**src/rtl/fpga_status_led_ctrl.sv**
```systemverilog
// Board status LED controller: per-LED OFF/ON/heartbeat/exit modes driven by a
// free-running prescaler and a one-shot exit latch that blinks a count code on failure.
module fpga_status_led_ctrl #(
    parameter int NUM_LEDS   = 4,
    parameter int PRESCALE_W = 27,
    parameter int TICK_W     = 24,
    parameter int CODE_W     = 4,
    parameter int GAP_TICKS  = 4
) (
    input  logic                  clk_i,
    input  logic                  rst_i,
    input  logic [2*NUM_LEDS-1:0] mode_i,
    input  logic                  exit_valid_i,
    input  logic [31:0]           exit_value_i,
    output logic [NUM_LEDS-1:0]   led_o,
    output logic                  tick_o,
    output logic                  exit_done_o,
    output logic                  exit_pass_o,
    output logic [31:0]           exit_code_o
);

    typedef enum logic [2:0] {
        S_IDLE,
        S_PASS,
        S_F_ON,
        S_F_OFF,
        S_F_GAP
    } state_t;

    typedef enum logic [1:0] {
        MODE_OFF       = 2'd0,
        MODE_ON        = 2'd1,
        MODE_HEARTBEAT = 2'd2,
        MODE_EXIT      = 2'd3
    } led_mode_t;

    localparam int CNT_W = CODE_W + 1;
    localparam int GAP_W = (GAP_TICKS > 1) ? $clog2(GAP_TICKS) : 1;

    typedef logic [CNT_W-1:0]      cnt_t;
    typedef logic [GAP_W-1:0]      gap_t;
    typedef logic [PRESCALE_W-1:0] presc_t;

    localparam gap_t   GAP_LOAD     = gap_t'(GAP_TICKS - 1);
    localparam presc_t PRESCALE_ONE = presc_t'(1);

    presc_t                prescale;
    state_t                state;
    cnt_t                  blink_rem;
    gap_t                  gap_rem;
    logic                  exit_level;
    logic [NUM_LEDS-1:0]   led_next;

    // Pulses remaining after the current one; a zero code field with a nonzero
    // value means the full 2^CODE_W pulses.
    function automatic cnt_t blink_load(input logic [CODE_W-1:0] code);
        cnt_t n;
        n = (code == '0) ? (cnt_t'(1) << CODE_W) : {1'b0, code};
        return n - cnt_t'(1);
    endfunction

    // NOTE: clocked state uses non-blocking assignments so every register
    // samples pre-edge values regardless of block ordering.
    always_ff @(posedge clk_i) begin
        if (rst_i) begin
            prescale <= '0;
        end else begin
            prescale <= prescale + PRESCALE_ONE;
        end
    end

    assign tick_o = &prescale[TICK_W-1:0];

    // NOTE: every register, including the counters, is cleared by reset so a
    // mid-blink reset leaves no stale count behind.
    always_ff @(posedge clk_i) begin
        if (rst_i) begin
            state       <= S_IDLE;
            blink_rem   <= '0;
            gap_rem     <= '0;
            exit_done_o <= 1'b0;
            exit_pass_o <= 1'b0;
            exit_code_o <= '0;
        end else begin
            case (state)
                S_IDLE: begin
                    // The latch is immediate; it does not wait for a tick.
                    if (exit_valid_i) begin
                        exit_code_o <= exit_value_i;
                        exit_done_o <= 1'b1;
                        exit_pass_o <= (exit_value_i == 32'd0);
                        if (exit_value_i == 32'd0) begin
                            state <= S_PASS;
                        end else begin
                            state     <= S_F_ON;
                            blink_rem <= blink_load(exit_value_i[CODE_W-1:0]);
                        end
                    end
                end
                S_PASS: begin
                    state <= S_PASS;
                end
                S_F_ON: begin
                    if (tick_o) begin
                        state <= S_F_OFF;
                    end
                end
                S_F_OFF: begin
                    if (tick_o) begin
                        if (blink_rem != '0) begin
                            state     <= S_F_ON;
                            blink_rem <= blink_rem - cnt_t'(1);
                        end else begin
                            state   <= S_F_GAP;
                            gap_rem <= GAP_LOAD;
                        end
                    end
                end
                S_F_GAP: begin
                    if (tick_o) begin
                        if (gap_rem != '0) begin
                            gap_rem <= gap_rem - gap_t'(1);
                        end else begin
                            state     <= S_F_ON;
                            blink_rem <= blink_load(exit_code_o[CODE_W-1:0]);
                        end
                    end
                end
                default: begin
                    state <= S_IDLE;
                end
            endcase
        end
    end

    assign exit_level = (state == S_PASS) || (state == S_F_ON);

    // NOTE: led_next gets a default before the loop so no path through the
    // case leaves it unassigned, which would infer a latch.
    always_comb begin
        led_next = '0;
        for (int i = 0; i < NUM_LEDS; i++) begin
            case (led_mode_t'(mode_i[2*i +: 2]))
                MODE_OFF:       led_next[i] = 1'b0;
                MODE_ON:        led_next[i] = 1'b1;
                MODE_HEARTBEAT: led_next[i] = prescale[PRESCALE_W-1];
                MODE_EXIT:      led_next[i] = exit_level;
                default:        led_next[i] = 1'b0;
            endcase
        end
    end

    always_ff @(posedge clk_i) begin
        if (rst_i) begin
            led_o <= '0;
        end else begin
            led_o <= led_next;
        end
    end

endmodule

```
**config.mk**
```make
export PLATFORM = sky130hd
export DESIGN_NAME = fpga_status_led_ctrl
export DESIGN_NICKNAME = d
export VERILOG_FILES = /design/src/rtl/fpga_status_led_ctrl.sv
export SDC_FILE = /design/constraint.sdc
export NUM_CORES = 1
export LEC_CHECK = 0
export CAP_MARGIN = 25
export CELL_PAD_IN_SITES_DETAIL_PLACEMENT = 0
export CELL_PAD_IN_SITES_GLOBAL_PLACEMENT = 1
export CORE_ASPECT_RATIO = 0.75
export CORE_UTILIZATION = 37
export CTS_BUF_LIST = sky130_fd_sc_hd__clkbuf_2
export CTS_CLUSTER_DIAMETER = 120
export DETAILED_ROUTE_END_ITERATION = 8
export PLACE_DENSITY_LB_ADDON = 0.1
export SYNTH_ARGS = -nofsm -noshare
export SYNTH_HDL_FRONTEND = slang
export SYNTH_SLANG_ARGS = --single-unit
```
**constraint.sdc**
```tcl
create_clock -name clk_i -period 2.3 [get_ports clk_i]
set_input_delay 0.46 -clock clk_i [delete_from_list [all_inputs] [get_ports clk_i]]
set_output_delay 0.46 -clock clk_i [all_outputs]
set_load 0.02 [all_outputs]
```
======== Yosys cells after proc, flatten, opt, wreduce, memory -nomap -nowiden ========
Cells that the tools add are included.
word-level totals
  logic and storage cells ................. 82
  output and inout port bits .............. 39
  register bits after elaboration ......... 75
operators by class
  $add $sub $neg .......................... 5
  reduce and logical (&&, ||, !) cells .... 18
  mux-type cells .......................... 26
  equality and inequality tests ........... 25
operators by type and width
  cell                   number
  $mux 5                 8
  $logic_not 32->1       1
  $add 27x1->27 const B  1
  $reduce_and 24->1      1
  $mux 3                 6
  $ne 2x2->1 const B     9
  $eq 2x2->1 const B     8
  $pmux 1 s4             4
  $pmux 3 s5             1
  $pmux 5 s3             1
  $sub 5x1->5 const B    3
  $mux 2                 5
  $reduce_and 5->1       2
  $eq 2x1->1 const B     4
  $logic_not 2->1        4
  $logic_not 4->1        2
  $reduce_and 7->1       1
  $eq 3x2->1 const B     2
  $reduce_bool 5->1      1
  $pmux 2 s2             1
  $reduce_bool 2->1      2
  $eq 3x1->1 const B     1
  $eq 3x3->1 const B     1
  $logic_not 3->1        1
  4 further kinds        4

======== Depth between registers and ports, before layout ========
  depth after elaboration ................. 6
  mapped depth ............................ 9

======== Worst setup path before layout ========
Ideal clock, no wire load.
  kind .................................... register to register
  from .................................... register prescale[0]
  to ...................................... register blink_rem[0]
  library setup time ...................... 0.128 ns
  required time ........................... 2.172 ns
  path buffers ............................ 0
  stages on the path, launching flop included .. 8
  arrival time ............................ 1.870 ns
  slack ................................... 0.302 ns
  clock period less this slack ............ 1.998 ns
  cell sequence ........................... dfxtp_1 > ha_1 > nand3_1 > nor3_4 > nand4_4 > a221oi_4 > mux2i_1 > nor2_1
between the ends
  cells in the longest elaborated chain, start to end .. 3
  elaborated cells between the ends (all ways) .. 4
  classes of those cells .................. eq/ne: 2; reduce/logical: 2
ends and longest elaborated chain
  item                          RTL line  source
  start: declaration            47        presc_t prescale;
  start signal: assignment      68        prescale <= prescale + PRESCALE_ONE;
  $reduce_and 24->1 *           72        assign tick_o = &prescale[TICK_W-1:0];
  $ne 2x2->1 (no line)          n/a
  $reduce_and 7->1 (no line) *  n/a
  end signal: assignment        96        blink_rem <= blink_load(exit_value_i[CODE_W-1:0]);
  end signal: assignment        112       blink_rem <= blink_rem - cnt_t'(1);
  end signal: assignment        125       blink_rem <= blink_load(exit_code_o[CODE_W-1:0]);
  end: declaration              49        cnt_t blink_rem;
Every way passes the cells marked *; elsewhere a longest branch is shown, timed or not.
A chain may end at the register's enable or synchronous reset.

======== Worst setup path after layout ========
  from .................................... register prescale[8]
  to ...................................... output tick_o
between the ends
  cells in the longest elaborated chain, start to end .. 1
ends and longest elaborated chain
  item               RTL line  source
  $reduce_and 24->1  72
  end: declaration   16        output logic tick_o,
No other way between the ends.

==> impl_metrics.csv <==
group,metric,value,unit
sta,holdWs,398,ps
min_path,hold_start,"rst_i",
layout,fin_area,4650,sq um
floorplan,die_height,85.0,microns
clock_network,cts_buffers,9,
sta,finalSetupTns,0,ps
layout,final_cells,635,
layout,antenna_cells,0,
floorplan,io_pins,82,
layout,fillCellCount,837,
layout,final_cell_mix,"nand2_1 (89), clkdlybuf4s50_1 (79), dfxtp_1 (66)",
sta,finalSetupViolCount,0,
setup_path,ff2ff_setup_slack,210,ps
pwr,powerDensity,635,nW/um^2
synth,synth_edf_count,0,
synth,synth_fp_nets,463,
detailed_routing,vias,3201,
setup_path,crit_arrival,1720,ps
sta,period_needed,2180,ps
setup_path,reg2reg_depth,8,
synth,synth_top_cell_area_share,44.2,%
setup_path,startpoint,"prescale[8]",
setup_path,cp-end-kind,"output pin",
floorplan,die-area,9570,sq um
run,cap_violations,0,
placed_design,placed_cells,618,
detailed_routing,drt-initial-drc-count,190,
sta,post-route-period-util,94.9,%
synth,synthCells,417,
clock_network,worstSkewPairLatency,530,ps
floorplan,row_count,29,
sta,rsz0062_at_grt,"true",
setup_path,crit_end,"tick_o",
detailed_routing,routed_via_density,5.04,
sta,max_freq,0.458,GHz
sta,slew_violations,0,
clock_network,clockBufferDepth,2,
sta,report.final.hold_viol_count,0,
setup_path,cp.required,1840,ps
setup_path,reg2reg_from,"state[2]",
synth,syn_area_per_cell,8.14,sq um
floorplan,initial_core_util,39.2,%
clock_network,root_buffer,"clkbuf_2",
min_path,min_path_type,"in2reg",
layout,finalNetCount,569,
clock_network,path_clk_slew,200,ps
setup_path,crit_path_start_kind,"flip-flop",
clock_network,cts_tree,"done",
floorplan,die_x,113,microns
global_route,grt_max_degree,49,
global_route,overflow,0,
layout,layout-drive-gt1-share,15.2,%
pwr,ir_drop,0.431,mV
placed_design,dp_hpwl,6150,microns
synth,syn-cell-area,3400,sq um
floorplan,core-area,8670,sq um
global_route,antenna_found_initial,0,
synth,yosysTopAreaCell,"dfxtp_1",
setup_path,r2r-end,"blink_rem[4]",
clock_network,h-tree-depth,3,
placed_design,io_buffers,81,
synth,synth_cell_types,48,
synth,synthFlopType,"dfxtp_1",
synth,ys_ff_latch,75,
detailed_routing,wl_per_cell,13.9,microns
detailed_routing,drt-pass1-iter-count,7,
placed_design,place_congestion,0.863,
status,status,"finished, final reports clean",
detailed_routing,antenna_left,0,
setup_path,cpMaxStageDelayCell,"dfxtp_1",
sta,worst_pin_slew,519,ps
detailed_routing,drc,0,
detailed_routing,routed_wl,8800,microns
global_route,grt_pass1_vias,3076,
synth,synthTopCellsByArea,"dfxtp_1 (44%), nand2_1 (9.8%), a21oi_1 (6.9%)",
layout,area_delta_synth_final,36.8,%
layout,layout_commonest_cell,"nand2_1",
sta,slew_headroom,65.1,%
setup_path,path_max_fanout,4,
synth,seq_area_frac_synth,44.2,%
setup_path,critPathKind,"reg2out",
global_route,grt_pass1_wl,14800,microns
sta,fin_skew,28.4,ps
synth,async_flop_share,0,%
setup_path,cp_cell_sequence,"nand2_1, nor4_4, and3_4, buf_6",
global_route,grt_util_all_layers,19.6,%
pwr,p_leak,1.73,nW
setup_path,slowest_delay,410,ps
clock_network,cts_sinks,75,
synth,yosysWarnings,0,
placed_design,dpl-instance-area,4470,sq um
==> where the power goes <==
| group | internal, mW | leakage (nW) | switching, mW | total [mW] |
|---|---|---|---|---|
| logic | 0.360 | 1.05 | 0.424 | 0.784 |
| clock network | 0.238 | 0.0689 | 0.464 | 0.702 |
| registers | 1.40 | 0.616 | 0.0664 | 1.46 |
| total | 1.99 | 1.73 | 0.955 | 2.95 |
==> how the worst min path moves through the flow <==
stage	cells after the start	to	slack, ps
floorplan	1	prescale[0]	430
global placement	2	exit_code_o[5]	440
detailed placement	2	exit_code_o[20]	450
CTS	3	prescale[16]	360
global route	3	prescale[16]	340
finish	3	prescale[18]	400
==> layer usage <==
layer / routed length [microns] / track usage (%) / share of wire (%)
met5: 0 / 0 / 0
met4: 50 / 4.00 / 0.57
met3: 672 / 8.79 / 7.6
met2: 3710 / 29.4 / 42
met1: 4370 / 26.0 / 50
==> metrics by stage <==
stage	power, mW	worst slack (ps)	utilization [%]
after floorplan	1.92	302	-
after global placement	2.26	-115	51.5
after detailed placement	2.26	-87.8	51.5
after CTS	2.99	10.0	53.3
after global routing	3.13	-50.5	53.6
final	2.95	118	53.6
==> critical path, delay by kind of cell (launching register included) <==
kind | cells | cell delay [ps]
and+or+nand+nor | 3 | 670
DFF | 1 | 410
buffers and inverters | 1 | 110
==> sequential cells by signal (all words and copies together) (netlist names) <==
register / flops
led_o: 4
exit_code_o: 32
gap_rem: 2
exit_done_o: 1
blink_rem: 5
prescale: 27
exit_pass_o: 1
state: 3
==> layout make-up <==
cell class / instances / area [sq um] / area share [%]
Clock inverter: 6 / 57.6 / 1.24
Tap cell: 108 / 135 / 2.91
Sequential cell: 75 / 1520 / 32.6
Timing Repair Buffer: 116 / 1080 / 23.3
Inverter: 7 / 26.3 / 0.566
Clock buffer: 9 / 45.0 / 0.970
Multi-Input combinational cell: 314 / 1780 / 38.4
==> what timing repair did <==
item,4_1_cts,5_1_grt
setup endpoints to repair,1,3
hold buffers,0,0
gates resized for setup,15,8
pin swaps,2,2
buffers inserted,1,1
gates cloned,0,0
==> cell usage after synthesis, types with 2 or more instances <==
| cell type | number |
|---|---|
| clkbuf_1 | 14 |
| ha_1 | 3 |
| nor2_1 | 49 |
| and2_1 | 4 |
| inv_1 | 7 |
| dfxtp_1 | 75 |
| nor3_1 | 5 |
| xor2_1 | 15 |
| nand3_1 | 14 |
| a211oi_1 | 7 |
| nor4_1 | 11 |
| nand2_1 | 89 |
| a21oi_1 | 47 |
| nand4_4 | 2 |
| nand3b_1 | 2 |
| a31oi_1 | 2 |
| a21o_1 | 2 |
| and3_1 | 2 |
| mux2i_1 | 2 |
| and4_1 | 2 |
| and3_2 | 2 |
| a221o_1 | 2 |
| nor2b_1 | 2 |
| o21ai_0 | 11 |
| or3_1 | 2 |
| clkbuf_8 | 4 |
| a221oi_1 | 2 |
| nand4_1 | 8 |
| xnor2_1 | 11 |
==> logic make-up after synthesis <==
group | synth area share, %
AOI/OAI and AO/OA | 14.7
xor gates and xnor gates | 6.71
adders and majority gates | 1.11
buffers and inverters | 4.57
DFF | 44.2
muxes | 0.590
and+or+nand+nor | 28.1
Note: power is estimated with default switching activity, not from simulation.
==> edit (same settings) <==
Reset style: asynchronous (`rst_i`), changed in 3 clocked blocks.
--- a/src/rtl/fpga_status_led_ctrl.sv
+++ b/src/rtl/fpga_status_led_ctrl.sv
@@ -61,7 +61,7 @@
 
     // NOTE: clocked state uses non-blocking assignments so every register
     // samples pre-edge values regardless of block ordering.
-    always_ff @(posedge clk_i) begin
+    always_ff @(posedge clk_i or posedge rst_i) begin
         if (rst_i) begin
             prescale <= '0;
         end else begin
@@ -73,7 +73,7 @@
 
     // NOTE: every register, including the counters, is cleared by reset so a
     // mid-blink reset leaves no stale count behind.
-    always_ff @(posedge clk_i) begin
+    always_ff @(posedge clk_i or posedge rst_i) begin
         if (rst_i) begin
             state       <= S_IDLE;
             blink_rem   <= '0;
@@ -150,7 +150,7 @@
         end
     end
 
-    always_ff @(posedge clk_i) begin
+    always_ff @(posedge clk_i or posedge rst_i) begin
         if (rst_i) begin
             led_o <= '0;
         end else begin
Function: differs if rst_i is asserted again (counterexample within 4 cycles, from zero or initial values and one cycle with rst_i high); with rst_i held inactive, the same outputs for 10 cycles.
==> edit against the unedited design <==
  * Routed wire length down 14%
  * Synthesized cell count down 34%
  * Sequential cell count stayed put
  * Critical path depth rose by 2
  * Worst setup slack improved by 0.023 ns
  * Utilization increased by 0.87 points
  * Area after synthesis increased by 0.81%
  * Count of clock-buffer cells in the layout is 2 higher
  * Clock skew down 0.0061 ns
  * Highest routed layer unchanged
  * Power increased by 33%
  * Non-clock buffer count down 5
  * Clock power rose by 18%
  * Cell area up 2.0%
==> edit: results (changes against the unedited design) <==
run_status:
  status: "completed"  # unchanged
yosys:
  synth.area.top_cells: "dfrtp_1 55%, mux2_2 11%, xnor2_1 4.6%"  # was dfxtp_1 44%, nand2_1 9.8%, a21oi_1 6.9%
  syn-num-nets: 322  # was 463
  synthDistinctLibCells: 46  # was 48
  ys.flop_type: "dfrtp_1"  # was dfxtp_1
global_routing:
  met2_usage_pct: 23.48  # was 29.41%
  met1_usage_pct: 24.47  # was 25.98%
  grt_max_degree: 76  # was 49
  grt_usage_pct: 17.33  # was 19.60%
  grt_pass1_wl_um: 12880  # was 14,750 µm
worst_setup_path:
  cpMaxStageDelayCell: "dfrtp_1"  # was dfxtp_1
  worstPathMaxFanout: 2  # was 4
  timing.rr.end: "blink_rem[4]$_DFFE_PP0P_"  # was blink_rem[4]$_SDFFE_PP0P_
  crit_family: "flip-flops"  # was simple AND/OR/NAND/NOR gates
  critPathLaunch: "prescale[1]$_DFF_PP0_"  # was prescale[8]$_SDFF_PP0_
  reg2reg_depth: 7  # was 8
cells_and_area:
  nFillCells: 798  # was 837
  regArea_um2: 1878  # was 1515 µm²
  nMultiInputCombCells: 186  # was 314
  clock_area_share_pct: 2.798  # was 2.208%
  seq_cells: 75  # unchanged
  n_clock_buffer: 11  # was 9
  drive_gt1_share_pct: 26.58  # was 15.18%
  signal_buffers: 111  # was 116
power_and_ir_drop:
  p_leak_nw: 2.027  # was 1.735 nW
  pwr-share-clk_pct: 21.0  # was 23.8%
  power_frac_seq_pct: 45.2  # was 49.6%
sta:
  tightest_slew_ns: 0.5030  # was 0.5188 ns
drt:
  wl_met3_um: 541  # was 672 µm
  met1_length_um: 3836  # was 4366 µm
  dr_wl_met2_um: 3093  # was 3707 µm
-- edit: kinds of logic after synthesis --
group                    synth area share, %
multiplexers                           13.52
XOR/XNOR                               7.164
buffers and inverters                  2.266
AND/OR/NAND/NOR                        13.89
flip-flops                             54.82
adder cells (fa/ha/maj)                1.097
AO/OA/AOI/OAI                          7.237
-- edit: metrics by stage --
stage / instances / setup WS (ns) / utilization (%) / TNS, ns / area (µm²)
after floorplan: 276 / 0.3199 / - / 0 / 3427
after global placement: 482 / -0.1176 / 52.14 / -0.5954 / 4541
after detailed placement: 482 / -0.1677 / 52.14 / -0.9124 / 4541
after CTS: 499 / 0.01749 / 53.75 / 0 / 4681
after global routing: 503 / -0.02197 / 54.44 / -0.02197 / 4741
final: 503 / 0.1413 / 54.44 / 0 / 4741
-- edit: tightest hold or removal path, cell delays in order --
cell             delay (ns)
clkdlybuf4s50_1        0.44
clkinvlp_4             0.10
buf_12                 0.33
